File: src/rtl/re_slot_scheduler.sv
// re_slot_scheduler: per-slot sequencer for the PUSCH RE mapper.
// Validates and latches the slot allocation, then walks the allocated
// symbols: request DMRS/FFT data, start the mapper, wait for symbol done.
module re_slot_scheduler #(
  parameter  int unsigned TIMEOUT = 4095,
  localparam int unsigned SC_W    = 11,
  localparam int unsigned RB_W    = 7,
  localparam int unsigned SYM_W   = 4,
  localparam int unsigned MASK_W  = 14,
  localparam int unsigned WD_W    = 12,
  localparam int unsigned SUM_W   = 12
) (
  input  logic              clk_re_i,
  input  logic              rst_re_i,
  input  logic              slot_start_i,
  input  logic              abort_i,
  input  logic [SC_W-1:0]   n_sc_i,
  input  logic [RB_W-1:0]   n_rb_i,
  input  logic [SYM_W-1:0]  sym_start_i,
  input  logic [SYM_W-1:0]  sym_end_i,
  input  logic [MASK_W-1:0] dmrs_mask_i,
  output logic              dmrs_req_o,
  input  logic              dmrs_done_i,
  output logic              fft_req_o,
  input  logic              fft_done_i,
  output logic              map_start_o,
  output logic              map_is_dmrs_o,
  output logic [SYM_W-1:0]  map_sym_o,
  output logic [SC_W-1:0]   map_first_o,
  output logic [SC_W-1:0]   map_last_o,
  input  logic              map_sym_done_i,
  output logic              busy_o,
  output logic              slot_done_o,
  output logic              cfg_err_o,
  output logic              timeout_err_o
);

  typedef enum logic [2:0] {
    S_IDLE     = 3'd0,
    S_REQ      = 3'd1,
    S_START    = 3'd2,
    S_WAIT_MAP = 3'd3,
    S_DONE     = 3'd4
  } state_e;

  state_e              state_q, state_d;
  logic [SYM_W-1:0]    sym_q, sym_d;
  logic [SYM_W-1:0]    end_q, end_d;
  logic [MASK_W-1:0]   mask_q, mask_d;
  logic [SC_W-1:0]     first_q, first_d;
  logic [SC_W-1:0]     last_q, last_d;
  logic [WD_W-1:0]     wd_q, wd_d;
  logic                busy_q, busy_d;
  logic                dmrs_req_q, dmrs_req_d;
  logic                fft_req_q, fft_req_d;
  logic                map_start_q, map_start_d;
  logic                is_dmrs_q, is_dmrs_d;
  logic                slot_done_q, slot_done_d;
  logic                cfg_err_q, cfg_err_d;
  logic                timeout_err_q, timeout_err_d;

  logic [SUM_W-1:0]    cfg_sum_c;
  logic [SC_W-1:0]     rb12_c;
  logic [SC_W-1:0]     last_c;
  logic                cfg_ok_c;
  logic                wd_expired_c;
  logic                src_done_c;

  // Configuration check and mapper bound arithmetic on the live inputs
  always_comb begin
    cfg_sum_c    = SUM_W'(n_sc_i) + SUM_W'(n_rb_i) * SUM_W'(12);
    rb12_c       = SC_W'(n_rb_i) * SC_W'(12);
    last_c       = n_sc_i + rb12_c - SC_W'(1);
    cfg_ok_c     = (sym_start_i <= sym_end_i) && (sym_end_i <= SYM_W'(13)) &&
                   (n_rb_i >= RB_W'(1)) && (n_rb_i <= RB_W'(100)) &&
                   (cfg_sum_c <= SUM_W'(1200));
    wd_expired_c = (wd_q == WD_W'(TIMEOUT - 1));
    src_done_c   = mask_q[sym_q] ? dmrs_done_i : fft_done_i;
  end

  // Next-state, latched configuration, watchdog and registered-output decode
  always_comb begin
    state_d       = state_q;
    sym_d         = sym_q;
    end_d         = end_q;
    mask_d        = mask_q;
    first_d       = first_q;
    last_d        = last_q;
    wd_d          = '0;
    cfg_err_d     = 1'b0;
    timeout_err_d = 1'b0;

    if (abort_i) begin
      state_d = S_IDLE;
    end else begin
      case (state_q)
        S_IDLE: begin
          if (slot_start_i) begin
            if (cfg_ok_c) begin
              sym_d   = sym_start_i;
              end_d   = sym_end_i;
              mask_d  = dmrs_mask_i;
              first_d = n_sc_i;
              last_d  = last_c;
              state_d = S_REQ;
            end else begin
              cfg_err_d = 1'b1;
            end
          end
        end
        S_REQ: begin
          if (wd_expired_c) begin
            timeout_err_d = 1'b1;
            state_d       = S_IDLE;
          end else if (src_done_c) begin
            state_d = S_START;
          end else begin
            wd_d = wd_q + WD_W'(1);
          end
        end
        S_START: begin
          state_d = S_WAIT_MAP;
        end
        S_WAIT_MAP: begin
          if (wd_expired_c) begin
            timeout_err_d = 1'b1;
            state_d       = S_IDLE;
          end else if (map_sym_done_i) begin
            if (sym_q == end_q) begin
              state_d = S_DONE;
            end else begin
              sym_d   = sym_q + SYM_W'(1);
              state_d = S_REQ;
            end
          end else begin
            wd_d = wd_q + WD_W'(1);
          end
        end
        S_DONE: begin
          state_d = S_IDLE;
        end
        default: begin
          state_d = S_IDLE;
        end
      endcase
    end

    busy_d      = (state_d != S_IDLE);
    dmrs_req_d  = (state_d == S_REQ) &&  mask_d[sym_d];
    fft_req_d   = (state_d == S_REQ) && !mask_d[sym_d];
    map_start_d = (state_d == S_START);
    slot_done_d = (state_d == S_DONE);
    is_dmrs_d   = mask_d[sym_d];
  end

  // State and output registers
  always_ff @(posedge clk_re_i) begin
    if (rst_re_i) begin
      state_q       <= S_IDLE;
      sym_q         <= '0;
      end_q         <= '0;
      mask_q        <= '0;
      first_q       <= '0;
      last_q        <= '0;
      wd_q          <= '0;
      busy_q        <= 1'b0;
      dmrs_req_q    <= 1'b0;
      fft_req_q     <= 1'b0;
      map_start_q   <= 1'b0;
      is_dmrs_q     <= 1'b0;
      slot_done_q   <= 1'b0;
      cfg_err_q     <= 1'b0;
      timeout_err_q <= 1'b0;
    end else begin
      state_q       <= state_d;
      sym_q         <= sym_d;
      end_q         <= end_d;
      mask_q        <= mask_d;
      first_q       <= first_d;
      last_q        <= last_d;
      wd_q          <= wd_d;
      busy_q        <= busy_d;
      dmrs_req_q    <= dmrs_req_d;
      fft_req_q     <= fft_req_d;
      map_start_q   <= map_start_d;
      is_dmrs_q     <= is_dmrs_d;
      slot_done_q   <= slot_done_d;
      cfg_err_q     <= cfg_err_d;
      timeout_err_q <= timeout_err_d;
    end
  end

  assign dmrs_req_o    = dmrs_req_q;
  assign fft_req_o     = fft_req_q;
  assign map_start_o   = map_start_q;
  assign map_is_dmrs_o = is_dmrs_q;
  assign map_sym_o     = sym_q;
  assign map_first_o   = first_q;
  assign map_last_o    = last_q;
  assign busy_o        = busy_q;
  assign slot_done_o   = slot_done_q;
  assign cfg_err_o     = cfg_err_q;
  assign timeout_err_o = timeout_err_q;

endmodule

File: config.mk
export PLATFORM = sky130hd
export DESIGN_NAME = re_slot_scheduler
export DESIGN_NICKNAME = d
export VERILOG_FILES = /design/src/rtl/re_slot_scheduler.sv
export SDC_FILE = /design/constraint.sdc
export NUM_CORES = 1
export LEC_CHECK = 0
export BUFFER_PORTS_ARGS = -buffer_cell sky130_fd_sc_hd__buf_2
export CORE_ASPECT_RATIO = 0.5
export CORE_MARGIN = 2
export CORE_UTILIZATION = 58
export DETAILED_ROUTE_END_ITERATION = 8
export GPL_TIMING_DRIVEN = 0
export PLACE_DENSITY = 0.82
export SLEW_MARGIN = 40
export SYNTH_ARGS = -nofsm -noshare
export SYNTH_HDL_FRONTEND = slang
export SYNTH_SLANG_ARGS = --single-unit
File: constraint.sdc
create_clock -name clk_re_i -period 8.7 [get_ports clk_re_i]
set_input_delay 0.87 -clock clk_re_i [delete_from_list [all_inputs] [get_ports clk_re_i]]
set_output_delay 0.87 -clock clk_re_i [all_outputs]
set_load 0.01 [all_outputs]
; Yosys cells after proc, flatten, opt, wreduce, memory -nomap -nowiden
; Cells that the tools add are included.
[totals]
ff_bits = 67
in_bits = 47
out_inout_bits = 34
word_cells = 87
[classes]
addsub = 5
n_mul = 2
n_lt_le_gt_ge = 7
n_eq_ne = 8
muxes = 32
bitwise_logic = 4
n_reduce_logical = 14
[op_table]
columns = operator, count
row1 = two-way mux 14 bit, 4
row2 = two-way mux 12 bit, 4
row3 = two-way mux 3 bit, 8
row4 = two-way mux 4 bit, 6
row5 = case mux 12 bit (2 select lines), 1
row6 = multiplier 7 x 2 -> 9 bit (second input constant), 2
row7 = adder 11 x 11 -> 12 bit, 1
row8 = adder 12 x 1 -> 12 bit (second input constant), 1
row9 = equality test 12 bit (second input constant), 1
row10 = <= comparator 12 x 11 -> 1 bit (second input constant), 1
row11 = case mux 3 bit (4 select lines), 1
row12 = adder 11 bit, 1
row13 = subtractor 11 x 1 -> 11 bit (second input constant), 1
row14 = < comparator 4 x 5 -> 1 bit (second input constant), 2
row15 = equality test 3 x 2 -> 1 bit (second input constant), 3
row16 = binary-select mux 1 bit (select 4 bit), 2
row17 = case mux 4 bit (2 select lines), 1
row18 = >= comparator 7 x 1 -> 1 bit (second input constant), 1
row19 = <= comparator 7 bit (second input constant), 1
row20 = equality test 3 x 1 -> 1 bit (second input constant), 2
row21 = logical AND 1 bit, 6
row22 = two-way mux 1 bit, 5
row23 = adder 4 x 1 -> 4 bit (second input constant), 1
row24 = equality test 4 bit, 1
row25 = 11 further kinds, 15

; Depth between registers and ports, before layout
; Gate-level depths: netlist (run 1).
[logic_depth]
depth_word = 13
depth_mapped = 23
depth_no_buf = 22

; Worst setup path after synthesis (run 1)
; OpenSTA, ideal clock, no wires.
[synth_path]
kind = input to register
startpoint = in n_rb_i[1]
endpoint = reg fft_req_q (netlist: fft_req_o)
setup_ns = 0.116
arrival_ns = 5.016
required_ns = 8.584
path_slack_ns = 3.569
stages = 20
n_path_buf = 0
cell_sequence = inv_1 -> ha_1 -> a21o_1 -> a21oi_1 -> o21bai_1 -> a21oi_1 -> xnor2_1 -> inv_1 -> ha_1 -> a211o_1 -> o211ai_1 -> o211ai_1 -> a211oi_4 -> nand4b_2 -> a31oi_2 -> mux2_4 -> a2111oi_2 -> a21oi_1 -> o311a_1 -> and3b_1
[synth_via]
elab_chain_len = 12
elab_cells_between_ends = 25
cone_classes = add/sub (1) / mul (1) / order compare (3) / eq/ne (1) / mux (14) / reduce/logical (5)
[synth_lines]
columns = element, line_no
row1 = "start, declared", 18  ; input logic [RB_W-1:0] n_rb_i,
row2 = multiplier 7 x 2 -> 9 bit / >= comparator 7 x 1 -> 1 bit (equally long branches), "71, 75"
row3 = adder 11 x 11 -> 12 bit / logical AND 1 bit (equally long branches), "71, 74"
row4 = <= comparator 12 x 11 -> 1 bit / logical AND 1 bit (equally long branches), "76, 75"
row5 = logical AND 1 bit *, 75  ; (n_rb_i >= RB_W'(1)) && (n_rb_i <= RB_W'(100)) &&
row6 = two-way mux 4 bit / two-way mux 14 bit (equally long branches), 99  ; if (cfg_ok_c) begin
row7 = two-way mux 4 bit / two-way mux 14 bit (equally long branches), 98  ; if (slot_start_i) begin
row8 = case mux 4 bit (2 select lines) / two-way mux 14 bit (equally long branches), 96  ; case (state_q)
row9 = two-way mux 4 bit / two-way mux 14 bit (equally long branches), 93  ; if (abort_i) begin
row10 = binary-select mux 1 bit (select 4 bit), 150  ; fft_req_d = (state_d == S_REQ) && !mask_d[sym_d];
row11 = two-way mux 1 bit (not written as such), 150
row12 = logical NOT 1 bit, 150
row13 = logical AND 1 bit *, 150
row14 = "end signal, assigned", 184  ; fft_req_q <= fft_req_d;
row15 = "end, declared", 55  ; logic fft_req_q, fft_req_d;
; Mark *: on every way between the ends. The rest lies on a longest branch, timed or not. The select of a mux whose other input is x is not followed.
; A chain may end at the register's enable or synchronous reset.

; Worst setup path in the final report (run 1)
; Same ends and word-level chain as after synthesis.

==> results.md, run 1 <==
- The worst register-to-register path ends at fft_req_o$_SDFF_PP0_.
- The post-layout net count is 785.
- The effective utilization at floorplan is 0.603.
- The count of buffers from port buffering is 79.
- The first-pass GRT wire length is 19400 um.
- The total buffers and inverters traversed by the critical path is 3.
- Hold timing on the final database bottoms out at a slack of 450 ps.
- The overall track demand over capacity in global routing is 0.271.
- The cell area power density is 185 nW/um2.
- The fraction of layout instances using a drive strength above 1 is 0.188.
- Entering global routing, the biggest net connects 12 pins.
- The data arrival time of the critical path is 5800 ps.
- The depth of the worst register-to-register path is 14.
- For this run, global-route usage on met3 was measured as 0.0563.
- The number of clock sinks seen by CTS is 67.
- Ranked by instance count, the synthesized netlist is headed by 67 x sky130_fd_sc_hd__dfxtp_1, 67 x sky130_fd_sc_hd__nand2_1, 61 x sky130_fd_sc_hd__inv_1.
- The via count of the first global-routing pass is 4166.
- The cell area after synthesis is 4880 um2.
- Setup violations remaining at the end of the flow were counted as 0.
- The clock reaches the later pin of the worst-skew pair after 340 ps.
- After clock tree synthesis, the flow added hold-fix buffers numbering 0.
- The standby leakage power is 2.65 nW.
- No sink is reached through more buffers than the 2 on the longest clock path.
- The primary flip-flop cell chosen by synthesis mapping is sky130_fd_sc_hd__dfxtp_1.
- The slowest library cell on the worst path is sky130_fd_sc_hd__a31oi_2.
- The peak per-stage delay on the critical path is 550 ps.
- The HPWL after detailed placement is 9170 um.
- In this run the cell area measured after placement is 5410 um2.
- After synthesis, the share of flip-flops with an asynchronous set or reset is 0.
- The path class of the tightest hold or removal check is reg -> reg.
- After detailed routing, the average wire length per cell comes to 15.1 um.
- After synthesis, the mean cell area works out to 8.25 um2.
- The H-tree was split into 3 levels.
- The run finished with clean final reports.
- Traced cell by cell, the critical path runs through buf_2 -> inv_1 -> ha_1 -> a21o_1 -> a21oi_1 -> o21bai_1 -> a21oi_1 -> xnor2_1 -> inv_1 -> ha_1 -> a211o_1 -> o211ai_1 -> o211ai_1 -> a211oi_4 -> nand4b_2 -> a31oi_2 -> mux2_4 -> a2111oi_2 -> a21oi_1 -> o311a_1 -> and3b_1.
- The kind of cell with the highest combined delay along the critical path is compound AO/OA/AOI/OAI gates.
- The die is 134 um wide.
- In this run the standard cell core region covers 8090 um2.
- The share of the cycle needed by the critical path after routing is 0.641.
- The type of destination of the critical path is a flip-flop.
- The die outline area is 9200 um2.
- The number of gates resized after CTS was 0.
- Post-CTS timing repair inserted 0 buffers for setup.
- Yosys printed 0 warnings.
- The weighted congestion reported at the end of routability-driven placement is 0.908.
- The detailed router finished its first iteration with 336 violations.
- The number of nets with antenna violations after routing is 0.
- The total via count after detailed routing is 4516.
- Along the worst hold path, the cell count comes to 2.
- The number of top-level pins is 81.
- The startpoint identified for the worst register-to-register timing path is wd_q[0]$_SDFF_PP0_.
- After global routing, the most crowded layer is met2.
- For this run, design rule violations remaining after detail routing come to 0.
- The number of flip-flops and latches in the synthesized netlist is 67.
- The number of distinct standard cells referenced by the synthesized netlist is 70.
- The initial antenna violation count was 0.
- Summed over all instances, the cell type with the most area after synthesis is sky130_fd_sc_hd__dfxtp_1.
- The height of the die is 68.8 um.
- In the routed layout, each cell is associated on average with a via count of 5.66.
- The worst reg-to-reg setup slack is 5280 ps.
- The type of element launching the critical path is an input pin.
- The final count of pins violating max slew is 0.
- The number of flops mapped to enable cells by yosys is 0.
- The finished layout cell area is 5700 um2.
- The area of all sequential standard cells is 1340 um2.
- Setup repair after global routing left no endpoint under its margin.
- Overall power consumption after layout is estimated at 0.00105 W.
- The number of max-cap violations is 0.
- The headroom to the max-slew limit is 0.548.
- The peak supply drop is 0.000126 V.
- The transition time at the pin with the least slew margin is 678 ps.
- Based on the critical path, the design can be clocked at up to 179 MHz.
- The final core utilization is 0.705.
- For this run, global-route usage on met2 was measured as 0.500.
- Of the post-synthesis cell area, the dominant cell type holds 0.275.
- The register clock-pin slew on the reported worst setup and hold paths is 60 ps.
- The number of nets in the synthesized netlist is 695.
- The final critical path time including I/O delays and setup is 5570 ps.
- In this run the core area contains 23 standard-cell rows.
- The setup skew after layout is 8.00 ps.
- The number of filler cells placed in the layout is 674.
- Before antenna repair, the detailed router went through 6 iterations.
- The CTS root buffer is sky130_fd_sc_hd__clkbuf_16.
- The number of clock buffers added by TritonCTS is 9.
- The synthesized netlist cell count is 591.
- The destination of the worst hold path is map_first_o[8]$_SDFFE_PP0P_.
- The total wire length after detailed routing is 12100 um.
- For met1 alone, demand over resource in global routing was 0.325.
- The worst endpoint required time is 8930 ps.
- Of all nets on the critical path, the largest fanout is 9.
- The critical path class is in -> reg.
- By instance count, the cell type seen most on the critical path is sky130_fd_sc_hd__a21oi_1.
- The count of final hold-check violations is 0.
- The final-layout setup total negative slack is 0 ps.
- TritonCTS built the clock tree.
- By area the synthesized netlist is led by sky130_fd_sc_hd__dfxtp_1 28%, sky130_fd_sc_hd__ha_1 14%, sky130_fd_sc_hd__a21oi_1 5.2%.
- For this run, the register share of the synthesized area comes to 0.275.
- The repair_antennas step left the layout with diodes totalling 0.
- The startpoint identified for the worst hold timing path is map_first_o[8]$_SDFFE_PP0P_.
- Compared with the post-synthesis result, the final layout area differs by 16.9%.
- The overall overflow remaining after global route is 0.
- The area used by multi-input combinational logic is 3210 um2.
metrics by stage:
stage | instances | worst slack (ps)
final | 798 | 3130
after global routing | 798 | 2800
after CTS | 798 | 3170
after detailed placement | 782 | 2850
after global placement | 782 | 2940
after floorplan | 591 | 3570
routing by layer:
layer  vias up  wire, um
li1       2244         -
met1      2106      5460
met2       146      5800
met3        20       630
met4         0       157
met5         -         0
sequential cells by signal, summed over array words and instances (netlist names), 3 cells and up:
signal	cells
end_q	4
map_first_o	11
map_last_o	11
map_sym_o	4
mask_q	14
state_q	3
wd_q	12
where the power goes:
part	switching [W]	internal, W
Clock	0.000138	0.000221
Sequential	0.00000970	0.000321
Combinational	0.000212	0.000150
Total	0.000359	0.000692
cell families after synthesis:
family | Yosys count | share of synthesized area
buffers and inverters | 81 | 0.0659
adder cells (fa/ha/maj) | 57 | 0.151
XOR/XNOR | 31 | 0.0557
flip-flops | 67 | 0.275
AND/OR/NAND/NOR | 198 | 0.198
AO/OA/AOI/OAI | 134 | 0.195
multiplexers | 23 | 0.0595
worst reg2reg max path, stage by stage (launching register included):
cell and delay, ps:
sky130_fd_sc_hd__dfxtp_1 420, sky130_fd_sc_hd__inv_1 70, sky130_fd_sc_hd__ha_1 190, sky130_fd_sc_hd__and2_1 130, sky130_fd_sc_hd__and4_1 200, sky130_fd_sc_hd__buf_2 170, sky130_fd_sc_hd__nor2_2 280, sky130_fd_sc_hd__o21ai_1 100
sky130_fd_sc_hd__a21oi_1 540, sky130_fd_sc_hd__o2bb2ai_1 250, sky130_fd_sc_hd__mux2_2 280, sky130_fd_sc_hd__mux2i_1 230, sky130_fd_sc_hd__a32o_1 170, sky130_fd_sc_hd__a22oi_2 80, sky130_fd_sc_hd__and3b_1 230
cell usage in the layout (no fill, tap or decap), types with 3 or more instances in the layout:
cell,synthesis,routed
sky130_fd_sc_hd__xnor2_1,15,15
sky130_fd_sc_hd__o21ai_1,3,3
sky130_fd_sc_hd__o211ai_1,4,4
sky130_fd_sc_hd__nor2_1,60,60
sky130_fd_sc_hd__a211oi_2,3,3
sky130_fd_sc_hd__clkinv_2,0,3
sky130_fd_sc_hd__inv_1,61,61
sky130_fd_sc_hd__buf_2,4,83
sky130_fd_sc_hd__nor2b_1,3,3
sky130_fd_sc_hd__nand4_1,6,6
sky130_fd_sc_hd__nand3_1,11,11
sky130_fd_sc_hd__a211oi_1,7,7
sky130_fd_sc_hd__fa_1,3,3
sky130_fd_sc_hd__nand3b_1,3,3
sky130_fd_sc_hd__mux2_2,4,4
sky130_fd_sc_hd__o21ai_0,20,20
sky130_fd_sc_hd__mux4_2,4,4
sky130_fd_sc_hd__ha_1,54,54
sky130_fd_sc_hd__nor4_1,3,3
sky130_fd_sc_hd__and4_1,6,6
sky130_fd_sc_hd__and2_1,7,7
sky130_fd_sc_hd__a21oi_1,51,51
sky130_fd_sc_hd__dfxtp_1,67,67
sky130_fd_sc_hd__clkbuf_16,0,9
sky130_fd_sc_hd__nor3_1,9,9
sky130_fd_sc_hd__o21bai_1,9,9
sky130_fd_sc_hd__xor2_1,16,16
sky130_fd_sc_hd__or3_1,4,4
sky130_fd_sc_hd__a21o_1,6,6
sky130_fd_sc_hd__a221oi_1,3,3
sky130_fd_sc_hd__clkbuf_1,13,15
sky130_fd_sc_hd__mux2i_1,14,14
sky130_fd_sc_hd__nand2_1,67,67
sky130_fd_sc_hd__and3_1,5,5
how the worst max path moves through the flow:
stage | from | endpoint | slack [ps] | depth (start not counted)
after floorplan | n_rb_i[1] | fft_req_o$_SDFF_PP0_ | 3570 | 20
after global placement | n_rb_i[1] | fft_req_o$_SDFF_PP0_ | 2940 | 21
after detailed placement | n_rb_i[1] | fft_req_o$_SDFF_PP0_ | 2850 | 21
after CTS | n_rb_i[1] | fft_req_o$_SDFF_PP0_ | 3170 | 21
after global routing | n_rb_i[1] | fft_req_o$_SDFF_PP0_ | 2800 | 21
final | n_rb_i[1] | fft_req_o$_SDFF_PP0_ | 3130 | 21
area by class of cell:
class,count,area share
multi-input combinational,443,0.564
sequential,67,0.235
timing repair buffer,79,0.0694
clock buffer,11,0.0408
inverter,61,0.0402
tap,112,0.0246
buffer,20,0.0162
clock inverter,5,0.00944
No activity file was read; power rests on OpenSTA's default activity.
==> run 2, diff against run 1 <==
--- a/config.mk
+++ b/config.mk
@@ -8,10 +8,10 @@
 export BUFFER_PORTS_ARGS = -buffer_cell sky130_fd_sc_hd__buf_2
 export CORE_ASPECT_RATIO = 0.5
 export CORE_MARGIN = 2
-export CORE_UTILIZATION = 58
+export CORE_UTILIZATION = 57
 export DETAILED_ROUTE_END_ITERATION = 8
 export GPL_TIMING_DRIVEN = 0
-export PLACE_DENSITY = 0.82
+export PLACE_DENSITY = 0.81
 export SLEW_MARGIN = 40
 export SYNTH_ARGS = -nofsm -noshare
 export SYNTH_HDL_FRONTEND = slang
==> constraint.sdc (replaced) <==
create_clock -name clk_re_i -period 5.5 [get_ports clk_re_i]
set_input_delay 0.55 -clock clk_re_i [delete_from_list [all_inputs] [get_ports clk_re_i]]
set_output_delay 0.55 -clock clk_re_i [all_outputs]
set_load 0.01 [all_outputs]
==> results.md, run 2 (same netlist as run 1, synthesis figures left out) <==
- Across every metal layer, demand over resource in global routing totals 0.260.
- For the pin with the worst max-slew slack, the measured transition is 642 ps.
- The total wire length after detailed routing is 11800 um.
- Of the cells placed in the final design, the portion with a size suffix greater than 1 is 0.190.
- Walking the worst path, the cells encountered are buf_2 -> inv_1 -> ha_1 -> a21o_1 -> a21oi_1 -> o21bai_1 -> a21oi_1 -> xnor2_1 -> inv_1 -> ha_1 -> a211o_1 -> o211ai_1 -> o211ai_1 -> a211oi_4 -> nand2_1 -> o211a_1 -> a221oi_2 -> and4_1 -> a21oi_1 -> o311a_1 -> and3b_1.
- Clock-pin slew was measured on the worst setup and hold paths at 60 ps.
- In the final design database the tool counted 785 nets.
- The number of filler cells placed in the layout is 668.
- The largest net degree at the start of global routing is 12.
- The internal portion of the total power is 0.00111 W.
- Setup repair after global routing left no endpoint under its margin.
- The wire-length estimate of the detail-placed layout is 9140 um.
- The worst path in the final design needs a cycle of 5100 ps, including I/O delays and setup.
- The peak per-stage delay on the critical path is 600 ps.
- The type of element launching the critical path is an input pin.
- The design draws 0.00167 W.
- The height of the die is 69.4 um.
- The kind of path behind the tightest hold check is reg -> reg.
- The clock tree from TritonCTS is yes.
- The CTS root buffer is sky130_fd_sc_hd__clkbuf_16.
- The effective utilization at floorplan is 0.599.
- The largest registers in the layout are mask_q: 14 flops, wd_q: 12 flops.
- Setup violations remaining at the end of the flow were counted as 0.
- The most critical setup path has its startpoint at n_rb_i[1].
- 0 antenna diodes ended up in the layout.
- The dominant cell type by count on the critical path is sky130_fd_sc_hd__a21oi_1.
- The share of total power dissipated in the clock network is 0.347.
- Adding up every negative setup slack in the final design gives 0 ps.
- The tool flagged a number of max-cap violations equal to 0.
- Summed over all cells, the static leakage comes to 2.65 nW.
- The floorplan die width is 135 um.
- Measured in cells, the most critical reg-to-reg path has a length of 14.
- The cell area power density is 293 nW/um2.
- The number of H-tree levels is 3.
- The via count of the first global-routing pass is 4196.
- Summed over all nets, the switching power comes to 0.000569 W.
- The count of final hold-check violations is 0.
- The switching share of power is 0.340.
- Data on the critical path is required at its endpoint by 5730 ps.
- In the layout the commonest cells are 83 x sky130_fd_sc_hd__buf_2, 67 x sky130_fd_sc_hd__nand2_1, 67 x sky130_fd_sc_hd__dfxtp_1.
- IR analysis of the VDD net gives a maximum drop of 0.000179 V.
- The data arrival time of the critical path is 5330 ps.
- The initial antenna violation count is 0.
- Of the total power, registers draw 0.313.
- The congestion estimate from routability-driven global placement came to 0.874.
- The share of the cycle needed by the critical path after routing is 0.927.
- The most frequent standard cell in the layout excluding fill and tap cells is sky130_fd_sc_hd__buf_2.
- Following the worst setup path forward leads to its endpoint at fft_req_o$_SDFF_PP0_.
- The wire length per cell after detailed routing is 14.8 um.
- CTS saw 67 sinks.
- Counting the buffers created by CTS gives 9.
- The insertion delay to the later sink of the worst-skew pair is 340 ps.
- Compared with the post-synthesis result, the final layout area differs by 17.2%.
- The fmax is 196 MHz.
- Ranked by flip-flop count, first place goes to mask_q.
- The final core utilization is 0.702.
- The flow ran to the end, and the final reports show no timing, DRC or antenna violations.
- On the final layout, the worst clock skew is 5.66 ps.
- Counting along the longest clock path gives a buffer depth of 2.
- In this run the core area contains 23 standard-cell rows.
- In this run the post-CTS setup repair buffer count came out at 0.
- The number of flip-flops under the largest register name is 14.
- The highest fanout seen on the critical path is 7.
- The count of buffers from port buffering is 79.
- Before antenna repair, the detailed router went through 5 iterations.
- The via density per instance is 5.57.
- 81 I/O pins were placed.
- In the routed design, unresolved DRC markers number 0.
- Headroom to the max-slew limit came out at 0.572.
- The type of destination of the critical path is a flip-flop.
- The final count of pins violating max slew is 0.
- The first-pass GRT wire length is 19400 um.
- The total via count after detailed routing is 4445.
- The critical path class is in -> reg.
- Hold timing on the final database bottoms out at a slack of 450 ps.
- The proportion of power drawn by combinational gates is 0.340.
- The worst register-to-register path ends at fft_req_o$_SDFF_PP0_.
- The number of nets with antenna violations after routing is 0.
- The worst reg-to-reg setup slack is 2090 ps.
- The die covers 9360 um2.
- Summed over all layers, the global routing overflow is 0.
- The DRC marker count from the first detailed-route iteration is 331.
- After floorplanning, the core was sized to cover 8140 um2.
- The startpoint identified for the worst register-to-register timing path is wd_q[0]$_SDFF_PP0_.
- The slowest library cell on the worst path is sky130_fd_sc_hd__a221oi_2.
## run 2: cell types whose count changed in the layout (fill, tap and decap cells not counted), sizes merged
cell	change
clkinv	-1
clkinvlp	+1
## run 2: worst min-delay path by stage
stage | slack (ps) | cells past startpoint | end | startpoint
floorplan | 450 | 2 | mask_q[9]$_SDFF_PP0_ | mask_q[9]$_SDFF_PP0_
global placement | 440 | 2 | map_first_o[10]$_SDFFE_PP0P_ | map_first_o[10]$_SDFFE_PP0P_
detailed placement | 440 | 2 | map_first_o[8]$_SDFFE_PP0P_ | map_first_o[8]$_SDFFE_PP0P_
CTS | 450 | 2 | map_first_o[8]$_SDFFE_PP0P_ | map_first_o[8]$_SDFFE_PP0P_
global route | 480 | 3 | map_first_o[8]$_SDFFE_PP0P_ | n_sc_i[8]
finish | 450 | 2 | map_first_o[1]$_SDFFE_PP0P_ | map_first_o[1]$_SDFFE_PP0P_
## run 2: power groups by stage
stage / registers [W] / clock network [W] / logic [W]
3_3_place_gp: 0.000533 / 0 / 0.000544
4_1_cts: 0.000523 / 0.000589 / 0.000563
5_1_grt: 0.000526 / 0.000610 / 0.000630
6_report: 0.000524 / 0.000582 / 0.000569
2_1_floorplan: 0.000538 / 0 / 0.000416
3_5_place_dp: 0.000534 / 0 / 0.000558
## run 2: per-stage QoR
step	cells	area (um2)	setup slack [ps]
2_1_floorplan	591	4880	689
3_3_place_gp	782	5410	37.8
3_5_place_dp	782	5410	-44.4
4_1_cts	798	5710	298
5_1_grt	798	5720	41.5
6_report	798	5720	402
## run 2: area by class of cell
type,count,area [um2],area share
clock inverter,5,52.6,0.00919
multi-input combinational,443,3220,0.564
clock buffer,11,243,0.0425
tap,112,140,0.0245
inverter,61,229,0.0401
sequential,67,1340,0.235
buffer,20,92.6,0.0162
timing repair buffer,79,395,0.0692
## run 2: timing repair
item,in CTS,in global routing
setup endpoints to repair,0,3
hold endpoints to repair,0,0
resized for setup,0,1
hold buffers,0,0
## run 2: routing by layer
metal | global-route usage | share of wire
met1 | 0.322 | 0.44
met2 | 0.450 | 0.49
met3 | 0.0607 | 0.055
met4 | 0.0760 | 0.015
met5 | 0 | 0
## run 2: worst max-delay path, delay by kind of cell
kind                     cells  cell delay (ps)
AO/OA/AOI/OAI               12             2870
XOR/XNOR                     1              190
adder cells (fa/ha/maj)      2              630
buffers and inverters        3              350
AND/OR/NAND/NOR              3              710
==> run 3, diff against run 2 <==
==> constraint.sdc (replaced) <==
create_clock -name clk_re_i -period 4.8 [get_ports clk_re_i]
set_input_delay 0.48 -clock clk_re_i [delete_from_list [all_inputs] [get_ports clk_re_i]]
set_output_delay 0.48 -clock clk_re_i [all_outputs]
set_load 0.01 [all_outputs]
==> results.md, run 3 (same netlist as run 1, synthesis figures left out) <==
- The library cells used most frequently in the layout, excluding fill and tap cells, are 81 x sky130_fd_sc_hd__buf_2, 67 x sky130_fd_sc_hd__dfxtp_1, 66 x sky130_fd_sc_hd__nand2_1.
- The later pin in the worst-skew pair is clocked with a latency of 340 ps.
- The total via count after detailed routing is 4595.
- The worst setup path is launched from an input pin.
- The overall track demand over capacity in global routing is 0.266.
- The wire length per cell after detailed routing is 15.4 um.
- In the final layout, the registers with the most flip-flops are mask_q: 14 flops, wd_q: 12 flops.
- The total overflow left after global routing is 0.
- The fraction of layout instances using a drive strength above 1 is 0.234.
- The register clock-pin slew on the reported worst setup and hold paths is 50 ps.
- The kind of path behind the tightest hold check is in -> reg.
- Entering global routing, the biggest net connects 12 pins.
- The number of filler cells placed in the layout is 612.
- The total area inside the core boundary comes to 8140 um2.
- The startpoint identified for the worst hold timing path is dmrs_mask_i[5].
- The count of final hold-check violations is 0.
- The cell area power density is 333 nW/um2.
- The HPWL after detailed placement is 9140 um.
- No sink is reached through more buffers than the 2 on the longest clock path.
- STA puts the critical path data required time at 5030 ps.
- The initialized floorplan defines 23 standard-cell rows.
- Clock tree synthesis selected as its root buffer the cell sky130_fd_sc_hd__clkbuf_16.
- The final count of pins violating max slew is 0.
- The die is 69.4 um tall.
- The first detailed-routing pass ran for 5 iterations.
- The post-layout net count is 796.
- The number of H-tree levels is 3.
- The number of antenna diodes is 0.
- During placement, the flow inserted port buffers numbering 79.
- The finished cells cover 5980 um2.
- The synthesis-to-layout area growth is 22.7%.
- The data arrival time of the critical path is 4830 ps.
- Summed over all layers, the routed wires come to 12400 um.
- Of all nets on the critical path, the largest fanout is 7.
- The worst-case IR drop observed on VDD is 0.000204 V.
- The final-layout setup total negative slack is 0 ps.
- After detailed routing, the number of vias per cell comes to 5.68.
- The floorplan die width is 135 um.
- The share of the cycle needed by the critical path after routing is 0.958.
- The library cell used most frequently in the layout, excluding fill and tap cells, is sky130_fd_sc_hd__buf_2.
- Static timing analysis puts the maximum clock frequency at 217 MHz.
- The detail route stage leaves a number of antenna-violating nets equal to 0.
- Across the run, the number of max-cap violations was 0.
- The hold path depth is 3.
- At the end of routability-driven placement, the weighted congestion stood at 0.874.
- STA classifies the critical path endpoint as a flip-flop.
- In this run the tightest slew margin relative to its limit is 0.565.
- The worst path in the final design needs a cycle of 4600 ps, including I/O delays and setup.
- For the final database, setup skew stands at 7.18 ps.
- The die outline area is 9360 um2.
- The worst register-to-register path begins at wd_q[0]$_SDFF_PP0_.
- After detailed routing, the number of remaining DRC violations is 0.
- mask_q holds more flip-flops than any other register.
- The number of flip-flops under the largest register name is 14.
- The clock buffer count from CTS is 9.
- The via count of the first global-routing pass came to 4318.
- The final-report setup violation count is 0.
- The worst register-to-register path has a depth of 14.
- In this run the critical register-to-register path is captured at fft_req_o$_SDFF_PP0_.
- The initial antenna violation count came to 0.
- TritonCTS built the clock tree.
- The number of top-level pins is 81.
- The standby leakage power is 2.74 nW.
- The initial utilization of the core area, before any placement, comes to 0.599.
- The worst setup path is of the in -> reg kind.
- The startpoint of the most critical setup path is n_rb_i[1].
- The worst register-to-register path has a setup slack of 1350 ps.
- After the first detailed-routing iteration, the DRC count stood at 348.
- The run finished with clean final reports.
- The path with the worst hold slack has its endpoint at mask_q[5]$_SDFF_PP0_.
- The clock drives 67 sinks.
- Once placement finished, the instance area stood at 5410 um2.
- The first global-routing pass estimated 20000 um of wire.
- The transition time at the pin with the least slew margin is 653 ps.
==> run 3: how the worst max path moves through the flow <==
| stage | to | depth (start not counted) |
|---|---|---|
| 2_1_floorplan | fft_req_o$_SDFF_PP0_ | 20 |
| 5_1_grt | fft_req_o$_SDFF_PP0_ | 22 |
| 4_1_cts | fft_req_o$_SDFF_PP0_ | 22 |
| 6_report | fft_req_o$_SDFF_PP0_ | 22 |
| 3_3_place_gp | fft_req_o$_SDFF_PP0_ | 21 |
| 3_5_place_dp | fft_req_o$_SDFF_PP0_ | 21 |
==> run 3: critical path, cell delays in order <==
cell and delay [ps]:
sky130_fd_sc_hd__buf_8 90, sky130_fd_sc_hd__clkinvlp_4 130, sky130_fd_sc_hd__ha_4 250, sky130_fd_sc_hd__a21o_1 160
sky130_fd_sc_hd__a21oi_2 160, sky130_fd_sc_hd__o21bai_1 110, sky130_fd_sc_hd__a21oi_2 230, sky130_fd_sc_hd__xnor2_2 160
sky130_fd_sc_hd__inv_2 70, sky130_fd_sc_hd__ha_4 240, sky130_fd_sc_hd__a211o_1 260, sky130_fd_sc_hd__o211ai_1 80
sky130_fd_sc_hd__o211ai_1 190, sky130_fd_sc_hd__a211oi_4 260, sky130_fd_sc_hd__buf_6 160, sky130_fd_sc_hd__nand3b_1 120
sky130_fd_sc_hd__o211a_1 360, sky130_fd_sc_hd__a221oi_4 430, sky130_fd_sc_hd__and4_1 270, sky130_fd_sc_hd__a21oi_2 70
sky130_fd_sc_hd__o311a_1 390, sky130_fd_sc_hd__and3b_1 170
==> run 3: area by class of cell <==
| type | count | area [um2] | share of cell area |
|---|---|---|---|
| inverter | 61 | 235 | 0.0393 |
| clock buffer | 11 | 243 | 0.0406 |
| timing repair buffer | 90 | 502 | 0.0839 |
| multi-input combinational | 443 | 3370 | 0.564 |
| buffer | 20 | 92.6 | 0.0155 |
| clock inverter | 5 | 52.6 | 0.00879 |
| tap | 112 | 140 | 0.0234 |
| sequential | 67 | 1340 | 0.224 |
==> run 3: layer usage <==
layer / part of all wire / GRT usage / wire [um]
met4: 0.020 / 0.0936 / 246
met2: 0.49 / 0.460 / 6140
met1: 0.43 / 0.322 / 5300
met5: 0 / 0 / 0
met3: 0.061 / 0.0673 / 757
==> run 3: where the power goes <==
group          internal (W)  switching, W  total (W)
registers          0.000582     0.0000184   0.000601
clock network      0.000414      0.000255   0.000668
logic              0.000309      0.000415   0.000724
total               0.00130      0.000688    0.00199
==> run 3: timing repair <==
item                                    in CTS  in global routing
buffers inserted                             2                  9
endpoints found under the setup margin       3                 31
hold buffers                                 0                  0
pin swaps                                    2                 18
gates resized for setup                      7                 32
==> run 3: per-stage QoR <==
stage	setup slack (ps)	total power (W)	utilization	cells	hold WS [ps]
floorplan	58.6	0.00109	-	591	447
global placement	-592	0.00123	0.664	782	440
detailed placement	-674	0.00125	0.664	782	443
CTS	5.29	0.00194	0.709	800	384
global route	-33.8	0.00209	0.734	809	407
finish	202	0.00199	0.734	809	391
